[config.mk]
export PLATFORM = sky130hd
export DESIGN_NAME = var_delay_line
export DESIGN_NICKNAME = d
export VERILOG_FILES = /design/src/rtl/var_delay_pkg.sv /design/src/rtl/var_delay_line_ram.sv /design/src/rtl/var_delay_line.sv
export SDC_FILE = /design/constraint.sdc
export NUM_CORES = 1
export LEC_CHECK = 0
export ABC_CLOCK_PERIOD_IN_PS = 8770
export CAP_MARGIN = 30
export CORE_MARGIN = 5
export CORE_UTILIZATION = 55
export DETAILED_ROUTE_END_ITERATION = 12
export GPL_ROUTABILITY_DRIVEN = 0
export PLACE_DENSITY = 0.81
export SYNTH_ARGS = -nofsm -noshare
export SYNTH_HDL_FRONTEND = slang
export SYNTH_HIERARCHICAL = 1
export SYNTH_SLANG_ARGS = --single-unit
[constraint.sdc]
create_clock -name clk -period 8.77 [get_ports clk]
set_input_delay 0.877 -clock clk [delete_from_list [all_inputs] [get_ports clk]]
set_output_delay 0.877 -clock clk [all_outputs]
set_load 0.03 [all_outputs]
[src/rtl/var_delay_pkg.sv]
// ---------------------------------------------------------------------------
// var_delay_pkg
// Shared types and helper functions for the runtime-programmable delay line.
//   dl_state_e : fill state machine encoding (FILL, RUN)
//   clamp_len  : maps a requested delay onto the legal range 1..maxlen
//   wrap_sub   : (a - b) mod m for operands already in 0..m-1, overflow-free
// ---------------------------------------------------------------------------
package var_delay_pkg;

    typedef enum logic [0:0] {
        FILL = 1'b0,
        RUN  = 1'b1
    } dl_state_e;

    // A zero request degenerates to the shortest possible delay.
    function automatic int unsigned clamp_len(input int unsigned len,
                                              input int unsigned maxlen);
        if (len == 0)
            return 1;
        else if (len > maxlen)
            return maxlen;
        else
            return len;
    endfunction

    // Never forms a + m, so it cannot overflow for any modulus.
    function automatic int unsigned wrap_sub(input int unsigned a,
                                             input int unsigned b,
                                             input int unsigned m);
        if (a >= b)
            return a - b;
        else
            return m - (b - a);
    endfunction

endpackage

[src/rtl/var_delay_line_ram.sv]
// ---------------------------------------------------------------------------
// simple_dp_ram
// Simple dual-port RAM: one write port, one registered read port, single clock.
// Read-during-write is only used with differing addresses.
//   clk_i    : clock
//   we_i     : write enable
//   waddr_i  : write address
//   wdata_i  : write data
//   re_i     : read enable; the read register holds while low
//   raddr_i  : read address
//   rdata_o  : registered read data
// ---------------------------------------------------------------------------
module simple_dp_ram #(
    parameter int DW    = 8,
    parameter int DEPTH = 32,
    parameter int AW    = 5
) (
    input  logic          clk_i,
    input  logic          we_i,
    input  logic [AW-1:0] waddr_i,
    input  logic [DW-1:0] wdata_i,
    input  logic          re_i,
    input  logic [AW-1:0] raddr_i,
    output logic [DW-1:0] rdata_o
);

    logic [DW-1:0] mem_q [DEPTH];
    logic [DW-1:0] rdata_q;

    always_ff @(posedge clk_i) begin
        if (we_i)
            mem_q[waddr_i] <= wdata_i;
        if (re_i)
            rdata_q <= mem_q[raddr_i];
    end

    assign rdata_o = rdata_q;

endmodule

[src/rtl/var_delay_line.sv]
// ---------------------------------------------------------------------------
// var_delay_line
// Runtime-programmable delay line on a simple dual-port RAM. Advances only on
// en strobes; delay selectable 1..MAXLEN; dvalid reports a fully filled line.
// Optional build macro VAR_DELAY_LINE_MUTE_EN: dout reads 0 whenever dvalid
// is 0; without it dout shows raw RAM data while filling.
//   clk     : clock, rising edge
//   rst     : synchronous active-high reset, overrides all other inputs
//   en      : clock enable, one sample per enabled edge
//   din     : input sample
//   len     : requested delay, taken when len_ld=1
//   len_ld  : single-cycle load strobe
//   cur_len : delay currently in effect
//   dout    : delayed sample
//   dvalid  : line holds cur_len valid samples
// ---------------------------------------------------------------------------
module var_delay_line
    import var_delay_pkg::*;
#(
    parameter int DW      = 8,
    parameter int MAXLEN  = 32,
    parameter int DEF_LEN = 16
) (
    input  logic                         clk,
    input  logic                         rst,
    input  logic                         en,
    input  logic [DW-1:0]                din,
    input  logic [$clog2(MAXLEN+1)-1:0]  len,
    input  logic                         len_ld,
    output logic [$clog2(MAXLEN+1)-1:0]  cur_len,
    output logic [DW-1:0]                dout,
    output logic                         dvalid
);

    localparam int LW = $clog2(MAXLEN+1);
    localparam int AW = (MAXLEN > 1) ? $clog2(MAXLEN) : 1;

    logic [LW-1:0] cur_len_q, cur_len_d;
    logic [LW-1:0] fill_q, fill_d, fill_base;
    logic [AW-1:0] wptr_q, wptr_d;
    logic [AW-1:0] raddr;
    dl_state_e     state_q, state_d, state_base;
    logic          dvalid_q, dvalid_d, dvalid_base;
    // Output path: a length-1 bypass register, and a zero flag that covers
    // the post-reset output and the mute build.
    logic [DW-1:0] byp_q;
    logic          sel_byp_q;
    logic          zero_q, zero_d;
    logic [DW-1:0] ram_rdata;

    always_comb begin
        // A load restarts the fill; an en on the same edge is the first sample.
        cur_len_d   = len_ld ? LW'(clamp_len(32'(len), MAXLEN)) : cur_len_q;
        fill_base   = len_ld ? '0   : fill_q;
        state_base  = len_ld ? FILL : state_q;
        dvalid_base = len_ld ? 1'b0 : dvalid_q;

        fill_d   = fill_base;
        state_d  = state_base;
        dvalid_d = dvalid_base;
        if (en && state_base == FILL) begin
            fill_d = fill_base + LW'(1);
            if (fill_d == cur_len_d) begin
                dvalid_d = 1'b1;
                state_d  = RUN;
            end
        end

        wptr_d = wptr_q;
        if (en)
            wptr_d = (wptr_q == AW'(MAXLEN-1)) ? '0 : wptr_q + AW'(1);

        // Sample written cur_len-1 enabled edges ago. Length 1 would alias
        // the write address and is served by the bypass register instead.
        raddr = AW'(wrap_sub(32'(wptr_q), 32'(cur_len_d) - 32'd1, MAXLEN));

`ifdef VAR_DELAY_LINE_MUTE_EN
        zero_d = !dvalid_d ? 1'b1 : (en ? 1'b0 : zero_q);
`else
        zero_d = en ? 1'b0 : zero_q;
`endif
    end

    always_ff @(posedge clk) begin
        if (rst) begin
            cur_len_q <= LW'(DEF_LEN);
            fill_q    <= '0;
            wptr_q    <= '0;
            state_q   <= FILL;
            dvalid_q  <= 1'b0;
            byp_q     <= '0;
            sel_byp_q <= 1'b0;
            zero_q    <= 1'b1;
        end else begin
            cur_len_q <= cur_len_d;
            fill_q    <= fill_d;
            wptr_q    <= wptr_d;
            state_q   <= state_d;
            dvalid_q  <= dvalid_d;
            zero_q    <= zero_d;
            if (en) begin
                byp_q     <= din;
                sel_byp_q <= (cur_len_d == LW'(1));
            end
        end
    end

    simple_dp_ram #(
        .DW    (DW),
        .DEPTH (MAXLEN),
        .AW    (AW)
    ) u_ram (
        .clk_i   (clk),
        .we_i    (en && !rst),
        .waddr_i (wptr_q),
        .wdata_i (din),
        .re_i    (en && !rst),
        .raddr_i (raddr),
        .rdata_o (ram_rdata)
    );

    assign cur_len = cur_len_q;
    assign dvalid  = dvalid_q;
    assign dout    = zero_q ? '0 : (sel_byp_q ? byp_q : ram_rdata);

endmodule

# --- Word level (Yosys, flattened, before mapping) ---
# Memories as Yosys holds them, arrays and structs flattened. A register that Yosys moved wholly into a read port is not among the register bits.
# Cells that the tools add are included.
totals:
  reg_bits: 29
  mem_bits_rw: 256
  input_bits: 18
  out_inout_bits: 15
  wordCells: 42
  n_memories: 1
memory_table:
  columns: ["name", "depth", "width", "read_ports", "rd_ports_with_merged_regs", "wr", "line_no", "text"]
  rows:
  - ["u_ram.mem_q", 32, 8, 1, 1, 1, "var_delay_line_ram.sv:27", "logic [DW-1:0] mem_q [DEPTH];"]
classes:
  addsub: 6
  magnitude_cmp: 2
  eq_ne: 3
  mux: 17
  bitwise_logic: 1
  reduce_logical: 4
op_table:
  columns: ["cell", "n"]
  rows:
  - [">= comparator 5 x 32 -> 1 bit", 1]
  - ["2-to-1 mux 6 bit", 5]
  - ["2-to-1 mux 8 bit", 2]
  - ["2-to-1 mux 5 bit", 2]
  - ["subtractor 5 bit", 2]
  - ["2-to-1 mux 1 bit", 8]
  - ["subtractor 6 x 1 -> 7 bit, second input constant", 1]
  - ["adder 6 x 1 -> 6 bit, second input constant", 1]
  - ["== test 6 x 1 -> 1 bit, second input constant", 1]
  - ["== test 6 bit", 1]
  - ["greater-than comparator 6 bit, second input constant", 1]
  - ["logical NOT 6 bit", 1]
  - ["adder 5 x 1 -> 5 bit, second input constant", 1]
  - ["== test 5 bit, second input constant", 1]
  - ["subtractor 1 x 5 -> 5 bit, first input constant", 1]
  - ["logical AND 1 bit", 2]
  - ["logical NOT 1 bit", 1]
  - ["inverter 1 bit", 1]

# --- Logic depth before layout (Yosys ltp) ---
# Gate-level depths: netlist of run 1.
depth:
  word_depth: 8
  mapped_depth: 15
  ltp_nobuf: 12

# --- Modules after synthesis ---
# Netlist of run 1, hierarchy kept.
modules_own_cells:
  columns: ["mod", "n_inst", "cells_per_inst", "area_per_inst_um2", "seq_area_each_um2"]
  rows:
  - ["simple_dp_ram", 1, 417, 10133.5, 7927.6]
  - ["var_delay_line", 1, 193, 1689.1, 580.6]

# --- Least setup slack after synthesis of run 1 ---
# OpenSTA, ideal clock, no wires.
synth_timing:
  path_type: "input to register"
  start: "in len_ld"
  end: "reg u_ram.rdata_q[0] (netlist: u_ram/rdata_o[0]), read port of u_ram.mem_q, data pin"
  setup_ns: 0.260
  t_arrival_ns: 4.070
  required_time_ns: 8.510
  setup_slack_ns: 4.440
  stages: 12
  path_buffers: 3
  cell_sequence: "buf_6 > nor2b_4 > o21ai_0 > a21boi_2 > ha_1 > fa_1 > xor2_1 > clkbuf_1 > clkbuf_1 > mux4_2 > mux4_2 > mux2_2"
synth_via:
  elab_chain_cells: 5
  elab_cells_between_ends: 7
  classes_between: "add/sub (4); order compare (1); mux (2)"
synth_lines:
  columns: ["item", "line_no", "text"]
  rows:
  - ["start: declaration", "var_delay_line.sv:29", "input logic len_ld,"]
  - ["2-to-1 mux 6 bit (*)", "var_delay_line.sv:53", "cur_len_d = len_ld ? LW'(clamp_len(32'(len), MAXLEN)) : cur_len_q;"]
  - ["subtractor 6 x 1 -> 7 bit (*)", "var_delay_line.sv:75", "raddr = AW'(wrap_sub(32'(wptr_q), 32'(cur_len_d) - 32'd1, MAXLEN));"]
  - ["subtractor 5 bit", "var_delay_pkg.sv:33", "return m - (b - a);"]
  - ["subtractor 1 x 5 -> 5 bit", "var_delay_pkg.sv:33", null]
  - ["2-to-1 mux 5 bit (*)", "var_delay_pkg.sv:30", "if (a >= b)"]
  - ["named net raddr[2]", "var_delay_line.sv:41", "logic [AW-1:0] raddr;"]
  - ["end: declaration", "var_delay_line_ram.sv:28", "logic [DW-1:0] rdata_q;"]
# The timed path passes the listed nets; every way through them passes the cells marked *.
# A chain may end at the register's enable or synchronous reset.

# --- Final worst setup path of run 1 ---
layout_timing:
  start: "in len_ld"
  end: "reg u_ram.rdata_q[5] (netlist: u_ram/rdata_o[5]), read port of u_ram.mem_q, data pin"
# Same word-level chain as after synthesis.

==> flow_summary.json, run 1 <==
{
  "critical-path-max-stage-delay_ns": 0.91,
  "p_leak_nw": 4.35,
  "viasPerCell": 6.34,
  "synthCells": 610,
  "cap_violations": 0,
  "wl_mm": 25.2,
  "worst-setup-path-type": "primary input to flop",
  "num_rows": 53,
  "coreArea_sq_um": 21100,
  "routed-via-count": 6059,
  "final-setup-viol-count": 0,
  "finalSetupTns_ns": 0,
  "initial_core_util": 0.561,
  "use_met3": 0.0564,
  "vdd_ir_drop_max_v": 0.000202,
  "drive_above_1_share": 0.235,
  "antennaDiodeCount": 0,
  "cts_buffer_depth": 3,
  "finalCritPeriodShare": 0.624,
  "cts_made_buffers": 28,
  "pin_count": 33,
  "cts_hold_buf": 0,
  "slew_headroom": 0.344,
  "syn_to_final_growth_pct": 13.9,
  "slowest_stage": "clkdlybuf4s50_1",
  "grt_max_degree": 37,
  "critPathTopFamily": "buffers and inverters",
  "cts_htree_levels": 1,
  "maxSlewViolCount": 0,
  "grt-ovfl-total": 0,
  "ys_seq_area_frac": 0.720,
  "final_util": 0.639,
  "max_freq_mhz": 183,
  "drc": 0,
  "ys_types": 48,
  "crit_arrival_ns": 5.76,
  "yosysWarnings": 6,
  "synthesis.nets": 638,
  "die_height_um": 157,
  "power_mw": 3.18,
  "ys.flop_type": "edfxtp_1",
  "post-cts-setup-buffers": 0,
  "track_usage": 0.213,
  "drt-pass1-iter-count": 5,
  "path_cells": "clkdlybuf4s50_1 > nor2b_4 > o21ai_0 > a21boi_2 > ha_1 > fa_1 > xor2_4 > buf_16 > buf_4 > mux4_2 > mux4_2 > mux2_2",
  "grt_pass1_wl_mm": 38.8,
  "place_worst_setup_slack_ns": 2.83,
  "syn-cell-area_sq_um": 11800,
  "wire_per_inst_um": 26.3,
  "worstMarginPinSlew_ns": 0.981,
  "fin_crit_ns": 5.47,
  "gr-max-usage-layer": "met2",
  "rsz0062_at_grt": "false",
  "die_width_um": 157,
  "cts_sinks": 293,
  "grt_pass1_vias": 6161,
  "finalHoldViolations": 0,
  "clock_latency_ns": 0.54,
  "fin_worst_skew_ns": 0.0101,
  "layout.cells.most_common": "edfxtp_1",
  "ys_ff_latch": 293,
  "finalWorstSetupSlack_ns": 3.30,
  "drtIter0Drc": 610,
  "crit_top_cell": "mux4_2",
  "min_path_type": "flop to flop",
  "endpoint_kind": "flop",
  "cts_tree": "done",
  "worstPathRequired_ns": 9.05,
  "antenna_found_initial": 2,
  "dp_hpwl_mm": 16.0,
  "grtUsageMet1": 0.306,
  "final_antenna_net_count": 0,
  "clockRootBuffer": "clkbuf_16",
  "synthArstFlopShare": 0,
  "crit_buf_inv": 3,
  "clk_pin_slew_worst_paths_ns": 0.06,
  "fin_nets": 687,
  "whs_ns": 0.468,
  "gr-usage-met2": 0.330,
  "synth_edf_count": 264,
  "cp-start-kind": "primary input",
  "critPathMaxFanout": 36,
  "cellPowerDensity_nw_per_um2": 236,
  "cts-resized-gates": 0,
  "avgSynthCellArea_sq_um": 19.4,
  "io_buffers": 32,
  "layout_common_cells": "edfxtp_1, mux4_2, nor2_1",
  "fill_cells": 1364,
  "status": "finished clean",
  "die_area_sq_um": 24500
}
[registers in the layout, summed over array words and instances (netlist names)]
| name | flops |
|---|---|
| sel_byp_q | 1 |
| zero_q | 1 |
| fill_q | 6 |
| wptr_q | 5 |
| u_ram/mem_q | 256 |
| dvalid | 1 |
| u_ram/rdata_o | 8 |
| cur_len | 6 |
| state_q | 1 |
| byp_q | 8 |
[final cells by class]
| class | count | area, sq um | share of cell area |
|---|---|---|---|
| tap | 275 | 344 | 0.0255 |
| timing repair buffer | 48 | 510 | 0.0379 |
| inverter | 6 | 23.8 | 0.00176 |
| sequential | 293 | 8510 | 0.632 |
| multi-input combinational | 282 | 3160 | 0.235 |
| clock inverter | 17 | 123 | 0.00910 |
| clock buffer | 35 | 801 | 0.0595 |
[cell usage after synthesis (2+ instances only)]
master / instances / area, sq um
nor3_1: 3 / 15.0
buf_1: 7 / 26.3
mux4_2: 80 / 1800
o21ai_0: 5 / 25.0
xnor2_1: 8 / 70.1
nand3b_1: 5 / 37.5
buf_6: 2 / 22.5
nand2_1: 8 / 30.0
nand2b_1: 3 / 18.8
dfxtp_1: 29 / 581
nor2_1: 68 / 255
nor2b_1: 3 / 18.8
nand4_1: 2 / 12.5
a21boi_1: 2 / 15.0
or3b_2: 3 / 26.3
ha_1: 9 / 113
a22oi_2: 2 / 25.0
a21oi_1: 9 / 45.0
xor2_1: 8 / 70.1
buf_4: 6 / 45.0
mux2i_1: 21 / 210
mux2_2: 8 / 90.1
a21o_1: 3 / 22.5
o211ai_1: 2 / 15.0
clkbuf_1: 10 / 37.5
or3_1: 3 / 18.8
nand3_1: 6 / 30.0
edfxtp_1: 264 / 7930
and3_1: 3 / 18.8
o21ai_1: 2 / 10.0
o21a_1: 2 / 15.0
buf_2: 4 / 20.0
inv_1: 5 / 18.8
[kinds of logic (layout without fill, tap and decap cells)]
kind of cell,count (synthesis),in the layout,synth area share
and+or+nand+nor,113,113,0.0453
buffers and inverters,35,106,0.0147
muxes,109,109,0.178
AOI/OAI and AO/OA,34,34,0.0195
xor gates and xnor gates,16,16,0.0119
adders and majority gates,10,10,0.0112
DFF,293,293,0.720
[worst min-delay path: stages (launching register included)]
cell and delay [ns]:
dfxtp_1 0.32, nand2_1 0.06, o21ai_1 0.05
[final timing paths]
check	startpoint	endpoint	slack, ns	cells after the start
setup reg to reg	cur_len[1]	u_ram/rdata_o[5]	4.58	9
hold reg to reg	dvalid	dvalid	0.47	2
hold / removal	dvalid	dvalid	0.47	2
setup / recovery	len_ld	u_ram/rdata_o[5]	3.30	12
[layer usage]
| metal | up-vias | routed length [um] |
|---|---|---|
| li1 | 2551 | - |
| met3 | 51 | 2660 |
| met5 | - | 25 |
| met4 | 4 | 759 |
| met1 | 3059 | 9870 |
| met2 | 394 | 11800 |
[power by group]
part | leakage [nW] | internal (mW) | switching, mW | total, mW
Clock | 0.458 | 0.678 | 0.506 | 1.18
Sequential | 2.62 | 1.54 | 0.0118 | 1.55
Combinational | 1.28 | 0.218 | 0.225 | 0.443
[through the flow]
stage          instances  area, sq um
2_1_floorplan        610        11800
3_3_place_gp         897        12400
3_5_place_dp         904        12500
4_1_cts              956        13500
5_1_grt              956        13500
6_report             956        13500
No activity file was read; power rests on OpenSTA's default activity.
==> run 2, diff against run 1 <==
--- a/config.mk
+++ b/config.mk
@@ -5,13 +5,13 @@
 export SDC_FILE = /design/constraint.sdc
 export NUM_CORES = 1
 export LEC_CHECK = 0
-export ABC_CLOCK_PERIOD_IN_PS = 8770
+export ABC_CLOCK_PERIOD_IN_PS = 4400
 export CAP_MARGIN = 30
 export CORE_MARGIN = 5
 export CORE_UTILIZATION = 55
 export DETAILED_ROUTE_END_ITERATION = 12
 export GPL_ROUTABILITY_DRIVEN = 0
-export PLACE_DENSITY = 0.81
+export PLACE_DENSITY = 0.84
 export SYNTH_ARGS = -nofsm -noshare
 export SYNTH_HDL_FRONTEND = slang
 export SYNTH_HIERARCHICAL = 1
==> constraint.sdc (replaced) <==
create_clock -name clk -period 4.4 [get_ports clk]
set_input_delay 0.44 -clock clk [delete_from_list [all_inputs] [get_ports clk]]
set_output_delay 0.44 -clock clk [all_outputs]
set_load 0.03 [all_outputs]
==> flow_summary.json, run 2 (synthesized netlist as in run 1, its figures left out) <==
{
  "pin_count": 33,
  "critical-path-max-stage-delay_ns": 0.53,
  "fin_nets": 696,
  "cts_sinks": 293,
  "io_buffers": 32,
  "fin_worst_skew_ns": 0.0158,
  "cts_made_buffers": 29,
  "clk_pin_slew_worst_paths_ns": 0.06,
  "routed-via-count": 6117,
  "cellPowerDensity_nw_per_um2": 466,
  "whs_ns": 0.487,
  "cts_buffer_depth": 3,
  "dp_hpwl_mm": 16.2,
  "wl_mm": 25.6,
  "initial_core_util": 0.561,
  "cap_violations": 0,
  "die_area_sq_um": 24500,
  "slew_headroom": 0.319,
  "post-cts-setup-buffers": 0,
  "finalSetupTns_ns": 0,
  "coreArea_sq_um": 21100,
  "postPlaceCellArea_sq_um": 12700,
  "layout_common_cells": "edfxtp_1, mux4_2, nor2_1",
  "crit_arrival_ns": 4.22,
  "cts_htree_levels": 1,
  "clockRootBuffer": "clkbuf_16",
  "place_worst_setup_slack_ns": -0.0516,
  "worst-setup-path-type": "primary input to flop",
  "finalCritPeriodShare": 0.895,
  "cts_hold_buf": 0,
  "worstPathRequired_ns": 4.68,
  "clock_latency_ns": 0.54,
  "drt-pass1-iter-count": 5,
  "stdcell_area_sq_um": 13500,
  "grt_pass1_vias": 6149,
  "power_mw": 6.31,
  "finalHoldViolations": 0,
  "cts-resized-gates": 0,
  "p_leak_nw": 4.39,
  "status": "finished clean",
  "syn_to_final_growth_pct": 14.5,
  "grt_pass1_wl_mm": 38.7,
  "drive_above_1_share": 0.241,
  "endpoint_kind": "flop",
  "rsz0062_at_grt": "false",
  "worstMarginPinSlew_ns": 1.02,
  "cp-start-kind": "primary input",
  "critPathMaxFanout": 16,
  "min_path_type": "flop to flop",
  "antenna_found_initial": 0,
  "drtIter0Drc": 709,
  "maxSlewViolCount": 0,
  "largest_register_ffs": 256,
  "finalWorstSetupSlack_ns": 0.462,
  "drc": 0,
  "final-setup-viol-count": 0,
  "wire_per_inst_um": 26.6,
  "num_rows": 53,
  "vdd_ir_drop_max_v": 0.000365,
  "cts_tree": "done",
  "crit_buf_inv": 2,
  "slowest_stage": "clkdlybuf4s50_1",
  "viasPerCell": 6.35,
  "critPathTopFamily": "buffers and inverters",
  "final_antenna_net_count": 0,
  "max_freq_mhz": 254,
  "track_usage": 0.213,
  "antennaDiodeCount": 0,
  "crit_top_cell": "xnor2_1",
  "fin_crit_ns": 3.94,
  "regMostFlops": "u_ram/mem_q",
  "die_height_um": 157,
  "die_width_um": 157,
  "layout.cells.most_common": "edfxtp_1",
  "grt-ovfl-total": 0,
  "grt_max_degree": 39,
  "path_cells": "clkdlybuf4s50_1 > nor2b_4 > o21ai_0 > a21boi_2 > ha_1 > fa_1 > a21o_1 > a21oi_1 > xnor2_1 > xnor2_1 > buf_4 > mux4_2 > mux2_2"
}
==> run 2: changes by cell type in the layout (fill, tap and decap cells not counted), sizes merged <==
cell	delta
clkinvlp	+1
buf	+8
clkbuf	-1
bufinv	+1
clkinv	-1
inv	-1
==> run 2: final timing paths <==
path | from | endpoint | cells past startpoint | slack, ns
max | len_ld | u_ram/rdata_o[3] | 13 | 0.46
min | dvalid | dvalid | 2 | 0.49
max reg2reg | cur_len[0] | u_ram/rdata_o[3] | 12 | 0.95
min reg2reg | dvalid | dvalid | 2 | 0.49
==> run 2: where the power goes <==
group	internal [mW]	switching, mW
logic	0.450	0.453
registers	3.08	0.0261
clock network	1.32	0.984
total	4.84	1.46
==> run 2: layout make-up <==
type | count | area, sq um
clock buffers | 34 | 744
clock inverters | 17 | 135
fillers | 1353 | 7550
inverters | 6 | 23.8
multi-input cells | 282 | 3160
flip-flops and latches | 293 | 8510
well taps | 275 | 344
repair buffers | 56 | 626
==> run 2: through the flow <==
stage,utilization,std cells
2_1_floorplan,-,610
3_3_place_gp,0.594,905
3_5_place_dp,0.600,911
4_1_cts,0.642,962
5_1_grt,0.642,963
6_report,0.642,963
==> run 2: worst register-to-register path, cell delays in order (launching register included) <==
cell	delay, ns
dfxtp_1	0.36
a21boi_2	0.18
buf_4	0.15
ha_1	0.14
inv_1	0.07
fa_1	0.47
a21o_1	0.23
a21oi_1	0.18
xnor2_1	0.17
xnor2_1	0.18
buf_4	0.33
mux4_2	0.44
mux2_2	0.31
==> run 2: layer usage <==
| layer | vias up | global-route usage | share of wire |
|---|---|---|---|
| li1 | 2568 | - | - |
| met1 | 3180 | 0.309 | 0.39 |
| met2 | 329 | 0.347 | 0.50 |
| met3 | 40 | 0.0348 | 0.085 |
| met4 | 0 | 0.0529 | 0.025 |
| met5 | - | 0 | 0 |
